**config.mk**
```make
export PLATFORM = sky130hd
export DESIGN_NAME = game_flow_ctrl_flat
export DESIGN_NICKNAME = d
export VERILOG_FILES = /design/src/rtl/game_flow_if.sv /design/src/rtl/game_flow_ctrl.sv /design/src/flat_wrapper.sv
export SDC_FILE = /design/constraint.sdc
export NUM_CORES = 1
export LEC_CHECK = 0
export CAP_MARGIN = 20
export CORE_ASPECT_RATIO = 0.7
export CORE_MARGIN = 4
export CORE_UTILIZATION = 40
export CTS_BUF_LIST = sky130_fd_sc_hd__clkbuf_2 sky130_fd_sc_hd__clkbuf_4 sky130_fd_sc_hd__clkbuf_8
export CTS_CLUSTER_SIZE = 20
export DETAILED_ROUTE_END_ITERATION = 6
export PLACE_DENSITY = 0.61
export RECOVER_POWER = 100
export SLEW_MARGIN = 5
export SYNTH_ARGS = -nofsm -noshare
export SYNTH_HDL_FRONTEND = slang
export SYNTH_SLANG_ARGS = --single-unit
```
**constraint.sdc**
```tcl
create_clock -name clk -period 3.31 [get_ports clk]
set_input_delay 0.8275 -clock clk [delete_from_list [all_inputs] [get_ports clk]]
set_output_delay 0.8275 -clock clk [all_outputs]
set_load 0.02 [all_outputs]
```
**src/rtl/game_flow_if.sv**
```systemverilog
// Signal bundle between game_flow_ctrl and the board/datapath side.
// master: the flow controller; slave: the environment that feeds it and consumes its outputs.
interface game_flow_if #(
    parameter int LIVES_W = 2,
    parameter int SERVE_W = 6
);
    logic               frame_tick;
    logic               start_btn;
    logic               pause_btn;
    logic               ball_lost;
    logic               run;
    logic               round_rst_n;
    logic               frame_tick_o;
    logic [LIVES_W-1:0] lives;
    logic [SERVE_W-1:0] serve_cnt;
    logic [2:0]         state;
    logic               game_over;

    modport master (
        input  frame_tick, start_btn, pause_btn, ball_lost,
        output run, round_rst_n, frame_tick_o, lives, serve_cnt, state, game_over
    );

    modport slave (
        output frame_tick, start_btn, pause_btn, ball_lost,
        input  run, round_rst_n, frame_tick_o, lives, serve_cnt, state, game_over
    );
endinterface

```
**src/rtl/game_flow_ctrl.sv**
```systemverilog
// Round/lives sequencer for the brick-breaker datapath: button debounce, serve countdown, lives, game over.
// Optional pause state is built when FLOW_PAUSE_EN is defined.
module game_flow_ctrl #(
    parameter int LIVES        = 3,
    parameter int LIVES_W      = 2,
    parameter int SERVE_FRAMES = 60,
    parameter int SERVE_W      = 6,
    parameter int RST_CYCLES   = 4
) (
    input  logic        clk,
    input  logic        reset,
    game_flow_if.master bus
);
    localparam int RST_W = $clog2(RST_CYCLES + 1);

    typedef enum logic [2:0] {
        IDLE  = 3'd0,
        SERVE = 3'd1,
        PLAY  = 3'd2,
        LOST  = 3'd3,
        OVER  = 3'd4,
        PAUSE = 3'd5
    } state_t;

    state_t             state_q, state_d;
    logic [LIVES_W-1:0] lives_q, lives_d;
    logic [SERVE_W-1:0] serve_q, serve_d;
    logic [RST_W-1:0]   rst_cnt_q, rst_cnt_d;
    logic               run_q, run_d;
    logic               rrn_q, rrn_d;
    logic               over_q, over_d;

    logic start_sync_p0, start_sync_p1, start_smp, start_press;

    // Button synchronizers; the sample register only advances on frame boundaries
    always_ff @(posedge clk) begin
        if (!reset) begin
            start_sync_p0 <= 1'b0;
            start_sync_p1 <= 1'b0;
            start_smp     <= 1'b0;
        end else begin
            start_sync_p0 <= bus.start_btn;
            start_sync_p1 <= start_sync_p0;
            if (bus.frame_tick)
                start_smp <= start_sync_p1;
        end
    end

    assign start_press = bus.frame_tick & start_sync_p1 & ~start_smp;

`ifdef FLOW_PAUSE_EN
    logic pause_sync_p0, pause_sync_p1, pause_smp, pause_press;

    always_ff @(posedge clk) begin
        if (!reset) begin
            pause_sync_p0 <= 1'b0;
            pause_sync_p1 <= 1'b0;
            pause_smp     <= 1'b0;
        end else begin
            pause_sync_p0 <= bus.pause_btn;
            pause_sync_p1 <= pause_sync_p0;
            if (bus.frame_tick)
                pause_smp <= pause_sync_p1;
        end
    end

    assign pause_press = bus.frame_tick & pause_sync_p1 & ~pause_smp;
`endif

    always_comb begin
        state_d   = state_q;
        lives_d   = lives_q;
        serve_d   = serve_q;
        rst_cnt_d = rst_cnt_q;

        case (state_q)
            IDLE: begin
                lives_d = LIVES_W'(LIVES);
                serve_d = '0;
                if (start_press) begin
                    state_d = SERVE;
                    serve_d = SERVE_W'(SERVE_FRAMES);
                end
            end
            SERVE: begin
                if (start_press) begin
                    state_d = PLAY;
                    serve_d = '0;
                end else if (bus.frame_tick) begin
                    if (serve_q <= SERVE_W'(1)) begin
                        state_d = PLAY;
                        serve_d = '0;
                    end else begin
                        serve_d = serve_q - SERVE_W'(1);
                    end
                end
            end
            PLAY: begin
                // A lost ball outranks a pause press in the same cycle
                if (bus.ball_lost) begin
                    state_d   = LOST;
                    rst_cnt_d = RST_W'(RST_CYCLES);
                    if (lives_q != '0)
                        lives_d = lives_q - LIVES_W'(1);
                end
`ifdef FLOW_PAUSE_EN
                else if (pause_press) begin
                    state_d = PAUSE;
                end
`endif
            end
            LOST: begin
                if (rst_cnt_q <= RST_W'(1)) begin
                    rst_cnt_d = '0;
                    if (lives_q == '0) begin
                        state_d = OVER;
                    end else begin
                        state_d = SERVE;
                        serve_d = SERVE_W'(SERVE_FRAMES);
                    end
                end else begin
                    rst_cnt_d = rst_cnt_q - RST_W'(1);
                end
            end
            OVER: begin
                if (start_press) begin
                    state_d = SERVE;
                    lives_d = LIVES_W'(LIVES);
                    serve_d = SERVE_W'(SERVE_FRAMES);
                end
            end
`ifdef FLOW_PAUSE_EN
            PAUSE: begin
                if (pause_press)
                    state_d = PLAY;
            end
`endif
            default: begin
                state_d = IDLE;
            end
        endcase

        // Registered outputs are decoded from the next state so they move with it
        run_d  = (state_d == PLAY);
        rrn_d  = (state_d == SERVE) || (state_d == PLAY) || (state_d == PAUSE);
        over_d = (state_d == OVER);
    end

    always_ff @(posedge clk) begin
        if (!reset) begin
            state_q   <= IDLE;
            lives_q   <= LIVES_W'(LIVES);
            serve_q   <= '0;
            rst_cnt_q <= '0;
            run_q     <= 1'b0;
            rrn_q     <= 1'b0;
            over_q    <= 1'b0;
        end else begin
            state_q   <= state_d;
            lives_q   <= lives_d;
            serve_q   <= serve_d;
            rst_cnt_q <= rst_cnt_d;
            run_q     <= run_d;
            rrn_q     <= rrn_d;
            over_q    <= over_d;
        end
    end

    assign bus.run          = run_q;
    assign bus.round_rst_n  = rrn_q;
    assign bus.game_over    = over_q;
    assign bus.lives        = lives_q;
    assign bus.serve_cnt    = serve_q;
    assign bus.state        = state_q;
    assign bus.frame_tick_o = bus.frame_tick & ((state_q == SERVE) || (state_q == PLAY));

endmodule
```
**src/flat_wrapper.sv**
```systemverilog
// flat-port wrapper written by rule: the top's interface ports become plain ports
module game_flow_ctrl_flat 
#(
    parameter int LIVES        = 3,
    parameter int LIVES_W      = 2,
    parameter int SERVE_FRAMES = 60,
    parameter int SERVE_W      = 6,
    parameter int RST_CYCLES   = 4
)
  (clk, reset, bus_frame_tick, bus_start_btn, bus_pause_btn, bus_ball_lost, bus_run, bus_round_rst_n, bus_frame_tick_o, bus_lives, bus_serve_cnt, bus_state, bus_game_over);
  game_flow_if #(.LIVES_W(LIVES_W), .SERVE_W(SERVE_W)) bus_i ();
  input  logic clk;
  input  logic reset;
  input wire logic [$bits(bus_i.frame_tick)-1:0] bus_frame_tick;
  input wire logic [$bits(bus_i.start_btn)-1:0] bus_start_btn;
  input wire logic [$bits(bus_i.pause_btn)-1:0] bus_pause_btn;
  input wire logic [$bits(bus_i.ball_lost)-1:0] bus_ball_lost;
  output wire logic [$bits(bus_i.run)-1:0] bus_run;
  output wire logic [$bits(bus_i.round_rst_n)-1:0] bus_round_rst_n;
  output wire logic [$bits(bus_i.frame_tick_o)-1:0] bus_frame_tick_o;
  output wire logic [$bits(bus_i.lives)-1:0] bus_lives;
  output wire logic [$bits(bus_i.serve_cnt)-1:0] bus_serve_cnt;
  output wire logic [$bits(bus_i.state)-1:0] bus_state;
  output wire logic [$bits(bus_i.game_over)-1:0] bus_game_over;
  assign bus_i.frame_tick = bus_frame_tick;
  assign bus_i.start_btn = bus_start_btn;
  assign bus_i.pause_btn = bus_pause_btn;
  assign bus_i.ball_lost = bus_ball_lost;
  assign bus_run = bus_i.run;
  assign bus_round_rst_n = bus_i.round_rst_n;
  assign bus_frame_tick_o = bus_i.frame_tick_o;
  assign bus_lives = bus_i.lives;
  assign bus_serve_cnt = bus_i.serve_cnt;
  assign bus_state = bus_i.state;
  assign bus_game_over = bus_i.game_over;
  game_flow_ctrl #(.LIVES(LIVES), .LIVES_W(LIVES_W), .SERVE_FRAMES(SERVE_FRAMES), .SERVE_W(SERVE_W), .RST_CYCLES(RST_CYCLES)) u_core (.clk(clk), .reset(reset), .bus(bus_i));
endmodule
```
==> reports/results.txt <==
initial antenna violation count: 0
Synth area leaders: dfxtp_1, nor2_1, ha_1
Clk Latency, worst-skew pair: 0.26 ns
fmax: 325 MHz
via-per-instance ratio: 5.30
Main synth FF type: dfxtp_1
Tcrit/Tclk final: 93.1%
Unique masters post-synth: 38
Post-Syn Area: 1090 µm²
status: finished clean
share of cells above drive strength 1: 8.16%
hold_buf cts: 0
total net switching power: 113 µW
Final setup viols: 0
clock-pin slew on the worst setup and hold paths: 0.07 ns
CP Class: in2out
CP endpoint kind: primary output
IO buf count: 19
Worst Tran Pin Value: 0.606 ns
Sequential Power Share: 46.3%
asr flop ratio synth: 0%
Hold Path Stages: 1
Fillers: 256
VDD IR-drop max: 0.278 mV
drt first pass iters: 4
Die X: 70.5 µm
Hold EP: u_core.start_sync_p1
# DRC: 0
first-pass GRT wire length: 3840 µm
Root Buffer: clkbuf_8
CTS buffer count: 3
P_int: 432 µW
Final ANT Viol Nets: 0
vias in the first global route: 856
switch share: 20.8%
max-cap viol count: 0
clock tree buffer depth: 2
dpl cell area: 1310 µm²
DR iter-0 viols: 71
pwr/cell area: 399 nW/µm²
area leader, netlist: dfxtp_1
LEAKAGE: 0.000549 µW
total gr overflow: 0
num ports: 21
Max Slew Vio Count: 0
synthesis-to-layout area growth: 24.8%
# H-tree levels: 1
sequential share of the synthesized area: 36.6%
Core Footprint: 2530 µm²
RSZ-0062 raised after global routing: false
Hold Crit Class: reg2reg
reg2reg start: u_core.rst_cnt_q[0]
initial cell density of the core: 43.2%
setup bufs post-CTS: 0
# clock sinks: 20
FP Rows: 15
number of synthesized flops with an enable pin: 0
CTS tree: done
Total Wirelength: 2230 µm
CP required: 2.48 ns
Clock Skews: 0.00573 ns
WL/cell: 12.3 µm
Reg2Reg Depth: 6
Tmin final: 3.08 ns
number of synthesized register bits: 20
Final Hold Vio Count: 0
ANT cells: 0
Mapped Nets: 138
clock network power share: 44.3%
top fanout value on the critical path: 2
Die Area: 3650 µm²
post-synthesis cell count: 127
largest net degree at the start of global routing: 21
Via Count: 960
DPL Wire Length: 1670 µm
CP startpoint kind: input pin
Fin Setup TNS: 0 ns
GRT Overall Usage: 13.6%
YS warnings: 0
post-synthesis area per instance: 8.61 µm²
RR Endpoint: u_core.bus.round_rst_n
GPL Wtd Cong: 0.811
Slew Limit Headroom: 59.4%
Final #Nets: 159
Worst Hold Launch: u_core.start_sync_p0
die extent in y: 51.7 µm
post-synth top area share: 36.6%
post-CTS resize count: 0
Comb power frac: 9.5%
CP arrival: 2.25 ns
worst reg-to-reg setup slack: 1.34 ns
Final Instance Area: 1370 µm²
[synthesized netlist by cell type (2+ instances only)]
library cell,instances
nand3b_1,4
mux2i_1,2
nor2b_1,3
nand2_1,4
o221a_2,4
dfxtp_1,20
ha_1,5
clkbuf_1,2
inv_1,8
a31oi_1,3
nor2_1,18
nand4bb_1,2
and2_1,6
a21oi_1,10
nand2b_1,4
nand3_1,2
nor3_1,2
nor3b_1,4
o21ai_0,3
and3_1,3
[power by group through the flow]
| stage | combinational, µW | clock (µW) | sequential, µW |
|---|---|---|---|
| 2_1_floorplan | 32.6 | 0 | 260 |
| 3_3_place_gp | 54.8 | 0 | 258 |
| 3_5_place_dp | 55.5 | 0 | 258 |
| 4_1_cts | 56.0 | 249 | 252 |
| 5_1_grt | 56.7 | 261 | 254 |
| 6_report | 51.5 | 241 | 252 |
[sequential cells by signal, indices dropped and copies added (netlist names)]
register / count
u_core.bus.game_over: 1
u_core.bus.state: 3
u_core.bus.serve_cnt: 6
u_core.start_sync_p0: 1
u_core.bus.lives: 2
u_core.bus.run: 1
u_core.start_smp: 1
u_core.start_sync_p1: 1
u_core.bus.round_rst_n: 1
u_core.rst_cnt_q: 3
[critical path, cell delays in order]
cell and delay (ns):
dlygate4sd3_1 0.56, nand2b_1 0.09, nor2_1 0.10, dlygate4sd3_1 0.68
[metrics by stage]
step	power (µW)	setup slack [ns]	instances	util, %	hold slack, ns
2_1_floorplan	293	1.30	127	-	0.412
3_3_place_gp	313	0.396	177	51.7	0.420
3_5_place_dp	314	0.380	177	51.7	0.425
4_1_cts	557	0.366	181	54.5	0.445
5_1_grt	571	0.194	181	53.9	0.468
6_report	545	0.229	181	53.9	0.437
[cell families after synthesis]
kind of cell / count (synthesis) / synth area share, %
multiplexers: 2 / 1.83
AND/OR/NAND/NOR: 59 / 31.2
buffers and inverters: 12 / 4.92
flip-flops: 20 / 36.6
XOR/XNOR: 1 / 0.801
adder cells (fa/ha/maj): 5 / 5.72
AO/OA/AOI/OAI: 28 / 18.9
[cells in the final DEF (no fill, tap or decap), types with 2 or more instances in the layout]
master / Yosys / layout
nor2_1: 18 / 18
nand2b_1: 4 / 4
nor2b_1: 3 / 3
ha_1: 5 / 5
a21oi_1: 10 / 10
o221a_2: 4 / 4
and2_0: 0 / 2
a31oi_1: 3 / 3
dlygate4sd3_1: 0 / 18
nand3b_1: 4 / 4
nor3_1: 2 / 2
nor3b_1: 4 / 4
mux2i_1: 2 / 2
nand3_1: 2 / 2
and3_1: 3 / 3
inv_1: 8 / 8
dfxtp_1: 20 / 20
and2_1: 6 / 4
nand2_1: 4 / 4
clkbuf_8: 0 / 3
o21ai_0: 3 / 3
nand4bb_1: 2 / 2
[worst max path at each step]
stage / cells after the start / endpoint / start / slack (ns)
after floorplan: 2 / bus_frame_tick_o / bus_frame_tick / 1.30
after global placement: 4 / bus_frame_tick_o / bus_frame_tick / 0.40
after detailed placement: 4 / bus_frame_tick_o / bus_frame_tick / 0.38
after CTS: 4 / bus_frame_tick_o / bus_frame_tick / 0.37
after global routing: 4 / bus_frame_tick_o / bus_frame_tick / 0.19
final: 4 / bus_frame_tick_o / bus_frame_tick / 0.23
[area by class of cell]
type / count / area [µm²] / share of cell area (%)
Timing Repair Buffer: 20 / 194 / 14.2
Clock inverter: 1 / 30.0 / 2.20
Clock buffer: 3 / 41.3 / 3.02
Tap cell: 34 / 42.5 / 3.12
Inverter: 8 / 30.0 / 2.20
Sequential cell: 20 / 400 / 29.3
Multi-Input combinational cell: 95 / 627 / 45.9
[routing by layer]
metal	global-route usage, %	vias to the layer above	share of wire (%)
met1	18.8	439	54
met5	0	-	0
li1	-	491	-
met2	19.7	26	38
met3	4.63	4	6.5
met4	4.78	0	1.2
Note: power is estimated with default switching activity, not from simulation.
